**src/rtl/mod_hazard_ctrl.sv**
```systemverilog
// ---------------------------------------------------------------------------
// mod_hazard_ctrl
//   Hazard controller for a 5-stage (IF/ID/EX/MEM/WB) pipeline. It sits beside
//   the datapath and drives every stage-register stall/flush enable:
//     - per-read-port operand forwarding select (MEM result beats WB result)
//     - load-use interlock inserting exactly LOAD_LAT bubbles
//     - full-pipe freeze while a data-memory access is outstanding, with a
//       sticky timeout flag once MEM_TOUT consecutive wait cycles elapse
//     - branch/jump flush of the two younger stages
//
// Optional feature (compile-time macro):
//   HAZARD_PERF_CNT_EN  - when defined, stall_cnt_o/flush_cnt_o are saturating
//                         performance counters; otherwise they are tied to 0.
//
// Ports
//   clk_i, rst_n_i                 clock, asynchronous active-low reset
//   rs_D_i / rs_E_i  [NRP*RAW]     ID / EX source registers, port p at [p*RAW +: RAW]
//   rd_E_i/rd_M_i/rd_W_i [RAW]     destination register of the EX/MEM/WB instruction
//   we_E_i/we_M_i/we_W_i           register write enable of the EX/MEM/WB instruction
//   mem_to_reg_E_i                 EX instruction is a load
//   mem_req_M_i, mem_ready_M_i     MEM-stage dmem access active / completing
//   b_taken_E_i                    branch/jump resolved taken in EX
//   fwd_sel_o [2*NRP]              per port: 00 reg file, 01 MEM, 10 WB
//   pc_stall_o, if2id_stall_o, id2ex_stall_o, ex2mem_stall_o   hold enables
//   if2id_flush_o, id2ex_flush_o, mem2wb_flush_o               bubble inserts
//   mem_tout_o                     sticky: MEM wait reached MEM_TOUT cycles
//   stall_cnt_o, flush_cnt_o [CNT_W]  performance counters
// ---------------------------------------------------------------------------
module mod_hazard_ctrl #(
    parameter int RAW      = 5,
    parameter int NRP      = 2,
    parameter int LOAD_LAT = 1,
    parameter int MEM_TOUT = 255,
    parameter int CNT_W    = 32
) (
    input  logic               clk_i,
    input  logic               rst_n_i,
    input  logic [NRP*RAW-1:0] rs_D_i,
    input  logic [NRP*RAW-1:0] rs_E_i,
    input  logic [RAW-1:0]     rd_E_i,
    input  logic [RAW-1:0]     rd_M_i,
    input  logic [RAW-1:0]     rd_W_i,
    input  logic               we_E_i,
    input  logic               we_M_i,
    input  logic               we_W_i,
    input  logic               mem_to_reg_E_i,
    input  logic               mem_req_M_i,
    input  logic               mem_ready_M_i,
    input  logic               b_taken_E_i,
    output logic [2*NRP-1:0]   fwd_sel_o,
    output logic               pc_stall_o,
    output logic               if2id_stall_o,
    output logic               id2ex_stall_o,
    output logic               ex2mem_stall_o,
    output logic               if2id_flush_o,
    output logic               id2ex_flush_o,
    output logic               mem2wb_flush_o,
    output logic               mem_tout_o,
    output logic [CNT_W-1:0]   stall_cnt_o,
    output logic [CNT_W-1:0]   flush_cnt_o
);

    // lu_cnt only ever holds LOAD_LAT-1; wait_cnt saturates at MEM_TOUT.
    localparam int LCW = (LOAD_LAT > 1) ? $clog2(LOAD_LAT) : 1;
    localparam int WCW = $clog2(MEM_TOUT + 1);
    localparam logic [LCW-1:0] LU_INIT = LCW'(LOAD_LAT - 1);
    localparam logic [WCW-1:0] TOUT_V  = WCW'(MEM_TOUT);

    typedef enum logic {
        ST_RUN     = 1'b0,
        ST_LU_WAIT = 1'b1
    } state_e;

    state_e         state_q, state_d;
    logic [LCW-1:0] lu_cnt_q, lu_cnt_d;
    logic [WCW-1:0] wait_cnt_q, wait_cnt_d;
    logic           mem_tout_q, mem_tout_d;
    logic           freeze;
    logic           lu_hit;

    // A dmem access that has not completed freezes the whole pipe.
    assign freeze = mem_req_M_i && !mem_ready_M_i;

    // ------------------------------------------------------------------
    // Forwarding select. MEM holds the younger result, so it wins over WB.
    // Register 0 is hard-wired zero and is never forwarded. Outputs are
    // forced to 0 while reset is asserted.
    // ------------------------------------------------------------------
    always_comb begin
        // NOTE: every combinational output gets a default first so no path
        // leaves it unassigned, which would infer a latch.
        fwd_sel_o = '0;
        for (int p = 0; p < NRP; p++) begin
            if (rst_n_i && we_M_i && (rd_M_i != '0) && (rd_M_i == rs_E_i[p*RAW +: RAW]))
                fwd_sel_o[2*p +: 2] = 2'b01;
            else if (rst_n_i && we_W_i && (rd_W_i != '0) && (rd_W_i == rs_E_i[p*RAW +: RAW]))
                fwd_sel_o[2*p +: 2] = 2'b10;
        end
    end

    // Load in EX whose destination is read by the instruction in ID.
    always_comb begin
        lu_hit = 1'b0;
        if (mem_to_reg_E_i && we_E_i && (rd_E_i != '0)) begin
            for (int p = 0; p < NRP; p++) begin
                if (rs_D_i[p*RAW +: RAW] == rd_E_i)
                    lu_hit = 1'b1;
            end
        end
    end

    // ------------------------------------------------------------------
    // State register (FSM, bubble counter, MEM wait counter, timeout flag)
    // ------------------------------------------------------------------
    always_ff @(posedge clk_i or negedge rst_n_i) begin
        if (!rst_n_i) begin
            // NOTE: sequential state uses non-blocking assignments so every
            // register samples the pre-edge values of the others.
            state_q    <= ST_RUN;
            lu_cnt_q   <= '0;
            wait_cnt_q <= '0;
            mem_tout_q <= 1'b0;
        end else begin
            state_q    <= state_d;
            lu_cnt_q   <= lu_cnt_d;
            wait_cnt_q <= wait_cnt_d;
            mem_tout_q <= mem_tout_d;
        end
    end

    // ------------------------------------------------------------------
    // Next-state logic. A freeze holds the FSM and bubble counter so that
    // freeze cycles add to the load-use bubbles rather than consuming them.
    // ------------------------------------------------------------------
    always_comb begin
        state_d  = state_q;
        lu_cnt_d = lu_cnt_q;
        if (!freeze) begin
            case (state_q)
                ST_RUN: begin
                    // A taken branch kills the dependent consumer, so no interlock.
                    if (!b_taken_E_i && lu_hit && (LOAD_LAT > 1)) begin
                        state_d  = ST_LU_WAIT;
                        lu_cnt_d = LU_INIT;
                    end
                end
                ST_LU_WAIT: begin
                    if (b_taken_E_i) begin
                        state_d  = ST_RUN;
                        lu_cnt_d = '0;
                    end else begin
                        lu_cnt_d = lu_cnt_q - LCW'(1);
                        if (lu_cnt_q == LCW'(1))
                            state_d = ST_RUN;
                    end
                end
                default: begin
                    state_d  = ST_RUN;
                    lu_cnt_d = '0;
                end
            endcase
        end

        // Consecutive wait cycles; any non-freeze cycle restarts the count.
        wait_cnt_d = '0;
        if (freeze)
            wait_cnt_d = (wait_cnt_q == TOUT_V) ? wait_cnt_q : wait_cnt_q + WCW'(1);
        mem_tout_d = mem_tout_q || (freeze && (wait_cnt_d == TOUT_V));
    end

    // ------------------------------------------------------------------
    // Output logic. Priority: freeze > branch > load-use.
    // ------------------------------------------------------------------
    always_comb begin
        pc_stall_o     = 1'b0;
        if2id_stall_o  = 1'b0;
        id2ex_stall_o  = 1'b0;
        ex2mem_stall_o = 1'b0;
        if2id_flush_o  = 1'b0;
        id2ex_flush_o  = 1'b0;
        mem2wb_flush_o = 1'b0;
        if (rst_n_i) begin
            if (freeze) begin
                // Hold IF..MEM; WB receives a bubble so a retired result is
                // not written twice.
                pc_stall_o     = 1'b1;
                if2id_stall_o  = 1'b1;
                id2ex_stall_o  = 1'b1;
                ex2mem_stall_o = 1'b1;
                mem2wb_flush_o = 1'b1;
            end else if (b_taken_E_i) begin
                if2id_flush_o = 1'b1;
                id2ex_flush_o = 1'b1;
            end else if ((state_q == ST_LU_WAIT) || lu_hit) begin
                pc_stall_o    = 1'b1;
                if2id_stall_o = 1'b1;
                id2ex_flush_o = 1'b1;
            end
        end
    end

    assign mem_tout_o = mem_tout_q;

`ifdef HAZARD_PERF_CNT_EN
    logic [CNT_W-1:0] stall_cnt_q;
    logic [CNT_W-1:0] flush_cnt_q;

    // Both counters saturate at all-ones instead of wrapping.
    always_ff @(posedge clk_i or negedge rst_n_i) begin
        if (!rst_n_i) begin
            stall_cnt_q <= '0;
            flush_cnt_q <= '0;
        end else begin
            if (pc_stall_o && !(&stall_cnt_q))
                stall_cnt_q <= stall_cnt_q + CNT_W'(1);
            if (if2id_flush_o && !(&flush_cnt_q))
                flush_cnt_q <= flush_cnt_q + CNT_W'(1);
        end
    end

    assign stall_cnt_o = stall_cnt_q;
    assign flush_cnt_o = flush_cnt_q;
`else
    assign stall_cnt_o = '0;
    assign flush_cnt_o = '0;
`endif

endmodule

```
**config.mk**
```make
export PLATFORM = sky130hd
export DESIGN_NAME = mod_hazard_ctrl
export DESIGN_NICKNAME = d
export VERILOG_FILES = /design/src/rtl/mod_hazard_ctrl.sv
export SDC_FILE = /design/constraint.sdc
export NUM_CORES = 1
export LEC_CHECK = 0
export CELL_PAD_IN_SITES_DETAIL_PLACEMENT = 1
export CELL_PAD_IN_SITES_GLOBAL_PLACEMENT = 2
export CORE_MARGIN = 5
export CORE_UTILIZATION = 18
export DETAILED_ROUTE_END_ITERATION = 8
export HOLD_SLACK_MARGIN = 0.05
export PLACE_DENSITY = 0.91
export SLEW_MARGIN = 20
export SYNTH_ARGS = -nofsm -noshare
export SYNTH_HDL_FRONTEND = slang
export SYNTH_SLANG_ARGS = --single-unit
```
**constraint.sdc**
```tcl
create_clock -name clk_i -period 4.25 [get_ports clk_i]
set_clock_uncertainty 0.1 [all_clocks]
set_input_delay 0.85 -clock clk_i [delete_from_list [all_inputs] [get_ports clk_i]]
set_output_delay 0.85 -clock clk_i [all_outputs]
set_load 0.05 [all_outputs]
```
After elaboration in Yosys (flattened, before gate mapping)
Cells that the tools add are included.

operators by class
  add/sub/neg operators = 2
  multiply operators = 0
  div/mod/pow operators = 0
  $lt $le $gt $ge = 0
  equal/unequal tests = 8
  shifts and indexed selects = 0
  muxes and demuxes = 25
  bitwise gates (word level) = 1
  reductions and logical operators = 19

operators by type and width
  cell                 number
  $eq 5x5->1           6
  $mux 1               19
  $eq 8x8->1 const B   2
  $mux 8               2
  $reduce_bool 5->1    3
  $logic_and 1x1->1    12
  $add 8x1->8 const B  1
  $mux 2               4
  $logic_or 1x1->1     2
  $reduce_and 2->1     1
  $logic_not 1->1      1
  $not 1->1            1
  $sub 1x1->1 const B  1

storage, ports and cells
  register bits after elaboration = 11
  latch bits = 0
  RAM bits = 0
  bits in read-only memories = 0
  input port bits = 44
  output and inout port bits = 76
  logic and storage cells = 59
  memories = 0

Logic depth before layout (Yosys ltp)
Gate-level depths: netlist of the first run.

  depth in word-level cells = 9
  depth in mapped cells = 7
  depth with buffers taken out = 6

Worst setup path before layout of the first run
OpenSTA, ideal clock, no wires.

  path kind = input -> output
  from = in rd_M_i[4]
  to = out fwd_sel_o[1]
  data arrival time = 3215 ps
  required time = 3300 ps
  slack = 85 ps
  cell stages on the path = 4
  path buffers = 0
  cell sequence = xnor2_1 nand3_1 nor4_1 nor4_2

on the way
  word-level cells in the longest chain between the ends = 4
  elaborated cells between the ends (all ways) = 5
  those cells by class = 1 x eq/ne; 1 x mux; 3 x reduce/logical

RTL lines
  what                 RTL line  text
  start: declaration   41        input logic [RAW-1:0] rd_M_i,
  $reduce_bool 5->1    94        if (rst_n_i && we_M_i && (rd_M_i != '0) && (rd_M_i == rs_E_i[p*RAW +: RAW]))
  $logic_and 1x1->1    94
  $logic_and 1x1->1 *  94
  $mux 2 *             94
  end: declaration     50        output logic [2*NRP-1:0] fwd_sel_o,

Every way passes the cells marked *; elsewhere a longest branch is shown, timed or not.

Worst setup path after layout of the first run
  from = in rd_M_i[2]
  to = out fwd_sel_o[1]

The elaborated chain is that of the path after synthesis.

==> metrics.md, run 1 <==
| Metric | Value |
|---|---|
| Status | finished, final reports clean |
| XOR/XNOR Fraction of Synth Area | 19.1% |
| DP HPWL | 3880 µm |
| Slew Viols, Final | 0 |
| Largest net degree at the start of global routing | 12 |
| # setup viols final | 0 |
| Fin crit period | 3740 ps |
| Cts repair resizes | 0 |
| Critical path capture point type | primary output |
| Final Cycle Share | 88.0% |
| First-iteration detailed-routing DRC count | 29 |
| VDD IR max | 0.0862 mV |
| Routed WL | 4420 µm |
| H-Tree Depth | 1 |
| Commonest non-fill, non-tap cell in the layout | conb_1 |
| Worst Tran Pin Value | 684 ps |
| Avg Inst Size Synth | 8.54 µm² |
| Commonest non-fill, non-tap cells in the layout | conb_1, clkdlybuf4s50_1, xnor2_1 |
| Sequential share of power | 23.7% |
| # fillers | 984 |
| Post-synthesis adder-cell area fraction | 0.828% |
| CP Max Fanout | 3 |
| Simple-Gate Fraction of Synth Area | 16.0% |
| Crit path DAT | 2790 ps |
| FFs w/ async S/R, synth | 100% |
| Synth Area in Compound Gates | 10.3% |
| Int Pwr | 0.000235 W |
| Hold buffers post-CTS | 0 |
| Vias per cell | 3.71 |
| ANT cells | 0 |
| Unrepaired setup endpoints after global routing | false |
| # rows | 33 |
| Hold violation total from the final report | 0 |
| Sequential element share of the synthesized area | 18.2% |
| Worst Hold Class | flop to flop |
| CTS Buf Count | 3 |
| Area post-placement | 1980 µm² |
| Setup Fix Bufs, Post-CTS | 0 |
| Comb power frac | 52.8% |
| Post-Syn Area | 1510 µm² |
| Cells after Synth | 177 |
| Final setup TNS | 0 ps |
| Clock share of power | 23.5% |
| Worst setup margin | 511 ps |
| Util after Layout | 24.6% |
| Initial antenna violation count | 0 |
| Sw Share | 48.1% |
| Share of cells above drive strength 1 | 9.40% |
| Die width | 102 µm |
| Rel. slew slack | 54.0% |
| Number of global-route vias before repair | 1,318 |
| Startpoint Class | primary input |
| Largest family of logic cells by synthesized area | buffers and inverters |
| Final instance area | 2020 µm² |
| Mux cell area share after synthesis | 0.745% |
| P_leak | 0.865 nW |
| Die footprint | 10,300 µm² |
| Worst Path Required | 3300 ps |
| CTS Root Cell | clkbuf_8 |
| Setup WS pre-CTS | 486 ps |
| # IOs | 120 |
| Hold_ws | 364 ps |
| Max Root-Sink Buffers | 2 |
| Core Footprint | 8220 µm² |
| FMAX | 267 MHz |
| Starting Density | 18.4% |
| Seq cells post-synth | 11 |
| Gr ovfl total | 0 |
| Main flop type after synthesis | dfrtp_1 |
| Routed Antenna Nets | 0 |
| Post-synth EDFFs | 0 |
| Crit Path Class | primary input to primary output |
| Total iterations of the first detailed-routing run | 4 |
| Worst-Skew Late Latency | 240 ps |
| Switching power total | 0.000218 W |
| Power Density | 224 nW/µm² |
| First-pass GRT wire length | 6330 µm |
| Yosys cell types | 37 |
| Avg WL per Cell | 13.0 µm |
| # nets final | 280 |
| Clk sinks | 11 |
| Yosys warns | 0 |
| Die Ht | 102 µm |
| CTS clk-pin slew, worst paths | 50 ps |
| Max cap viols | 0 |
| Total track usage | 7.86% |
| Port Buffers | 55 |
| Placer Congestion | 0.893 |
| Area delta synth->final | 33.9% |
| Via count of the routed design | 1,256 |
| TritonCTS clock tree | done |
| Drt drc | 0 |
power by group through the flow:
stage,logic [W],registers (W),clock network [W]
final,0.000239,0.000107,0.000106
after global routing,0.000252,0.000107,0.000113
after floorplan,0.000216,0.000109,0
after global placement,0.000236,0.000109,0
after detailed placement,0.000238,0.000109,0
after CTS,0.000239,0.000107,0.000111
cell usage after synthesis, drive strengths merged, types with 2 or more instances:
cell,instances,area share [%]
nor3,3,0.99
o211ai,2,1.3
and2,3,1.2
nand3,5,1.7
buf,68,34
a31oi,4,1.7
nand4,4,1.7
dfrtp,11,18
nor2,2,0.50
xnor2,18,10
or4,2,0.99
and4,2,1.4
a21oi,4,1.6
o311a,3,2.0
inv,2,0.50
nand2,5,1.2
nor4,6,3.3
and3,3,1.2
xor2,15,8.7
o21ai,2,0.66
cells by family (layout without fill, tap and decap cells):
family | Yosys count | count (layout)
adder cells (fa/ha/maj) | 1 | 1
XOR/XNOR | 33 | 33
other | 1 | 64
multiplexers | 1 | 1
AND/OR/NAND/NOR | 39 | 39
flip-flops | 11 | 11
AO/OA/AOI/OAI | 20 | 20
buffers and inverters | 71 | 65
metal layers:
metal	GRT usage, %	share of wire (%)
met1	8.93	37
met2	14.2	52
met3	1.03	9.2
met4	4.09	2.2
met5	0	0
sequential cells by signal, indices dropped and copies added, names as in the netlist:
signal	cells
mem_tout_o	1
state_q	1
lu_cnt_q	1
wait_cnt_q	8
final timing paths:
kind / startpoint / to / slack (ps) / depth (start not counted)
worst max-delay path: rd_M_i[2] / fwd_sel_o[1] / 510 / 6
worst min-delay path: mem_tout_o / mem_tout_o / 360 / 1
worst max register to register: wait_cnt_q[0] / mem_tout_o / 2260 / 6
worst min register to register: mem_tout_o / mem_tout_o / 360 / 1
max in group asynchronous: rst_n_i / wait_cnt_q[2] / 2790 / 2
min in group asynchronous: rst_n_i / wait_cnt_q[7] / 1100 / 2
final cells by class:
| type | instances | area [µm²] | share of cell area (%) |
|---|---|---|---|
| clock buffer | 4 | 45.0 | 2.23 |
| inverter | 2 | 7.51 | 0.371 |
| multi-input combinational | 158 | 951 | 47.0 |
| sequential | 11 | 275 | 13.6 |
| tap | 105 | 131 | 6.49 |
| timing repair buffer | 59 | 613 | 30.3 |
critical path: stages:
cell and delay (ps):
clkdlybuf4s50_1 490, or4_1 560, o211ai_2 190, nor4_1 120, nor4_2 400, buf_12 190
through the flow:
step / power, W / instances
2_1_floorplan: 0.000324 / 240
3_3_place_gp: 0.000345 / 335
3_5_place_dp: 0.000347 / 335
4_1_cts: 0.000457 / 339
5_1_grt: 0.000472 / 339
6_report: 0.000453 / 339
No activity file was read; power rests on OpenSTA's default activity.
==> inputs of run 2 (changes only) <==
--- a/config.mk
+++ b/config.mk
@@ -8,10 +8,10 @@
 export CELL_PAD_IN_SITES_DETAIL_PLACEMENT = 1
 export CELL_PAD_IN_SITES_GLOBAL_PLACEMENT = 2
 export CORE_MARGIN = 5
-export CORE_UTILIZATION = 18
+export CORE_UTILIZATION = 17
 export DETAILED_ROUTE_END_ITERATION = 8
 export HOLD_SLACK_MARGIN = 0.05
-export PLACE_DENSITY = 0.91
+export PLACE_DENSITY = 0.87
 export SLEW_MARGIN = 20
 export SYNTH_ARGS = -nofsm -noshare
 export SYNTH_HDL_FRONTEND = slang
==> constraint.sdc (replaced) <==
create_clock -name clk_i -period 4.12 [get_ports clk_i]
set_clock_uncertainty 0.1 [all_clocks]
set_input_delay 0.824 -clock clk_i [delete_from_list [all_inputs] [get_ports clk_i]]
set_output_delay 0.824 -clock clk_i [all_outputs]
set_load 0.05 [all_outputs]
==> run 2 against run 1 <==
  * Die area grew 5.3%
  * Global-route usage shrank 0.81 points
  * Core utilization fell by 1.2 points
  * Largest power group unchanged
  * Largest cell class unchanged
  * Sequential cell count is the same
  * Critical path depth is the same
  * Cell area grew 0.56%
  * Critical path type unchanged
  * Total power rose by 2.9%
  * Worst hold slack gained 20 ps
  * Count of clock-buffer cells in the layout unchanged
  * First-iteration DRC count shrank 86%
==> metrics.md, run 2 (synthesized netlist as in run 1, its figures left out) <==
| Metric | Value |
|---|---|
| CTS clk-pin slew, worst paths | 50 ps (about the same) |
| Layout Cells excl Fill | 343 (was 339) |
| Die width | 104 µm (was 102 µm) |
| # setup viols final | 0 (unchanged) |
| Placed insts | 339 (was 335) |
| Starting Density | 17.4% (was 18.4%) |
| Final Cycle Share | 88.4% |
| Max cap viols | 0 (unchanged) |
| Hold violation total from the final report | 0 (unchanged) |
| Critical path cell sequence | clkdlybuf4s50_1 > or4_1 > o211ai_2 > nor4_1 > nor4_2 > buf_12 (unchanged) |
| Status | finished, final reports clean (unchanged) |
| Total iterations of the first detailed-routing run | 4 (unchanged) |
| Port Buffers | 55 (unchanged) |
| Max Root-Sink Buffers | 2 (unchanged) |
| Worst-Skew Late Latency | 240 ps (about the same) |
| Die Ht | 104 µm (was 102 µm) |
| Worst Hold Class | flop to flop (unchanged) |
| Rel. slew slack | 55.0% (was 54.0%) |
| Max incr delay on CP | 550 ps (was 560 ps) |
| Power Density | 229 nW/µm² (was 224 nW/µm²) |
| Sw Share | 47.8% (was 48.1%) |
| Core Footprint | 8680 µm² (was 8220 µm²) |
| VDD IR max | 0.0666 mV (was 0.0862 mV) |
| H-Tree Depth | 1 (unchanged) |
| CTS Buf Count | 3 (unchanged) |
| Sequential share of power | 23.8% (was 23.7%) |
| First-iteration detailed-routing DRC count | 4 (was 29) |
| Startpoint Class | primary input (unchanged) |
| Largest net degree at the start of global routing | 11 (was 12) |
| Commonest non-fill, non-tap cells in the layout | conb_1, clkdlybuf4s50_1, xnor2_1 (unchanged) |
| Share of cells above drive strength 1 | 9.79% (was 9.40%) |
| Clk sinks | 11 (unchanged) |
| CTS Root Cell | clkbuf_8 (unchanged) |
| Via count of the routed design | 1,245 (was 1,256) |
| Number of global-route vias before repair | 1,368 (was 1,318) |
| # IOs | 120 (unchanged) |
| DP HPWL | 3600 µm (was 3880 µm) |
| Comb power frac | 52.9% (was 52.8%) |
| Routed WL | 4040 µm (was 4420 µm) |
| FMAX | 275 MHz |
| Placer Congestion | 0.790 (was 0.893) |
| # fillers | 1,066 (was 984) |
| Clock share of power | 23.3% (was 23.5%) |
| Gr ovfl total | 0 (unchanged) |
| Unrepaired setup endpoints after global routing | false (unchanged) |
| Total track usage | 7.06% (was 7.86%) |
| Crit Path Class | primary input to primary output (unchanged) |
| Int Pwr | 0.000243 W (was 0.000235 W) |
| Commonest non-fill, non-tap cell in the layout | conb_1 (unchanged) |
| Switching power total | 0.000223 W (was 0.000218 W) |
| Hold_ws | 384 ps (was 364 ps) |
| Worst Path Required | 3200 ps (was 3300 ps) |
| Avg WL per Cell | 11.8 µm (was 13.0 µm) |
| Cts repair resizes | 0 (unchanged) |
| Most flop-heavy register | wait_cnt_q (unchanged) |
| Drt drc | 0 (unchanged) |
| Routed Antenna Nets | 0 (unchanged) |
| Fin crit period | 3640 ps |
| Die footprint | 10,900 µm² (was 10,300 µm²) |
| Final setup TNS | 0 ps (unchanged) |
| Slew Viols, Final | 0 (unchanged) |
| Vias per cell | 3.63 (was 3.71) |
| Hold buffers post-CTS | 0 (unchanged) |
| ANT cells | 0 (unchanged) |
| Setup Fix Bufs, Post-CTS | 0 (unchanged) |
| Initial antenna violation count | 0 (unchanged) |
| Critical path capture point type | primary output (unchanged) |
| Worst Tran Pin Value | 669 ps (was 684 ps) |
| Area delta synth->final | 34.6% (was 33.9%) |
| # nets final | 281 (was 280) |
| # rows | 34 (was 33) |
| Crit path DAT | 2720 ps (was 2790 ps) |
| TritonCTS clock tree | done (unchanged) |
| Worst path slowest cell | or4_1 (unchanged) |
| First-pass GRT wire length | 6530 µm (was 6330 µm) |
| P_leak | 0.869 nW (was 0.865 nW) |
| Max reg flops | 8 (unchanged) |
| CP Max Fanout | 3 (unchanged) |
run 2: power by group through the flow:
stage | Combinational (W) | Sequential, W | Clock, W
detailed placement | 0.000245 | 0.000113 | 0
finish | 0.000246 | 0.000111 | 0.000109
CTS | 0.000246 | 0.000111 | 0.000112
floorplan | 0.000223 | 0.000112 | 0
global route | 0.000259 | 0.000111 | 0.000119
global placement | 0.000243 | 0.000112 | 0
run 2: stage by stage:
step                      total power (W)  setup WS [ps]  util [%]  area, µm²
final                            0.000466            479      23.4       2030
after global routing             0.000489            354      23.4       2030
after global placement           0.000355            508      22.9       1990
after detailed placement         0.000358            470      22.9       1990
after CTS                        0.000468            464      23.4       2030
after floorplan                  0.000335           7.13         -       1750
run 2: area by class of cell:
class | instances | area, µm² | share of cell area, %
clock buffers | 4 | 45.0 | 2.21
inverters | 2 | 7.51 | 0.369
multi-input cells | 158 | 951 | 46.7
flip-flops and latches | 11 | 275 | 13.5
well taps | 108 | 135 | 6.64
repair buffers | 60 | 621 | 30.5
run 2: critical path, delay by kind of cell:
family          cells  cell delay [ps]
simple gates        3             1050
buf+inv             2              660
compound gates      1              160
run 2: layer usage:
metal  vias to the layer above  track usage, %  wire length, µm  share of wire, %
met5                         -               0                0                 0
met4                         0            2.50               65               1.6
met3                         6            1.12              300               7.4
met2                        72            12.9             2100                52
met1                       574            8.21             1580                39
li1                        593               -                -                 -
run 2: final timing paths:
check / startpoint / end / slack (ps) / depth (start not counted)
hold reg to reg: mem_tout_o / mem_tout_o / 380 / 1
hold / removal: mem_tout_o / mem_tout_o / 380 / 1
setup reg to reg: wait_cnt_q[0] / mem_tout_o / 2040 / 6
setup / recovery: rd_M_i[1] / fwd_sel_o[3] / 480 / 6
min in group asynchronous: rst_n_i / wait_cnt_q[6] / 750 / 1
max in group asynchronous: rst_n_i / wait_cnt_q[1] / 2720 / 2
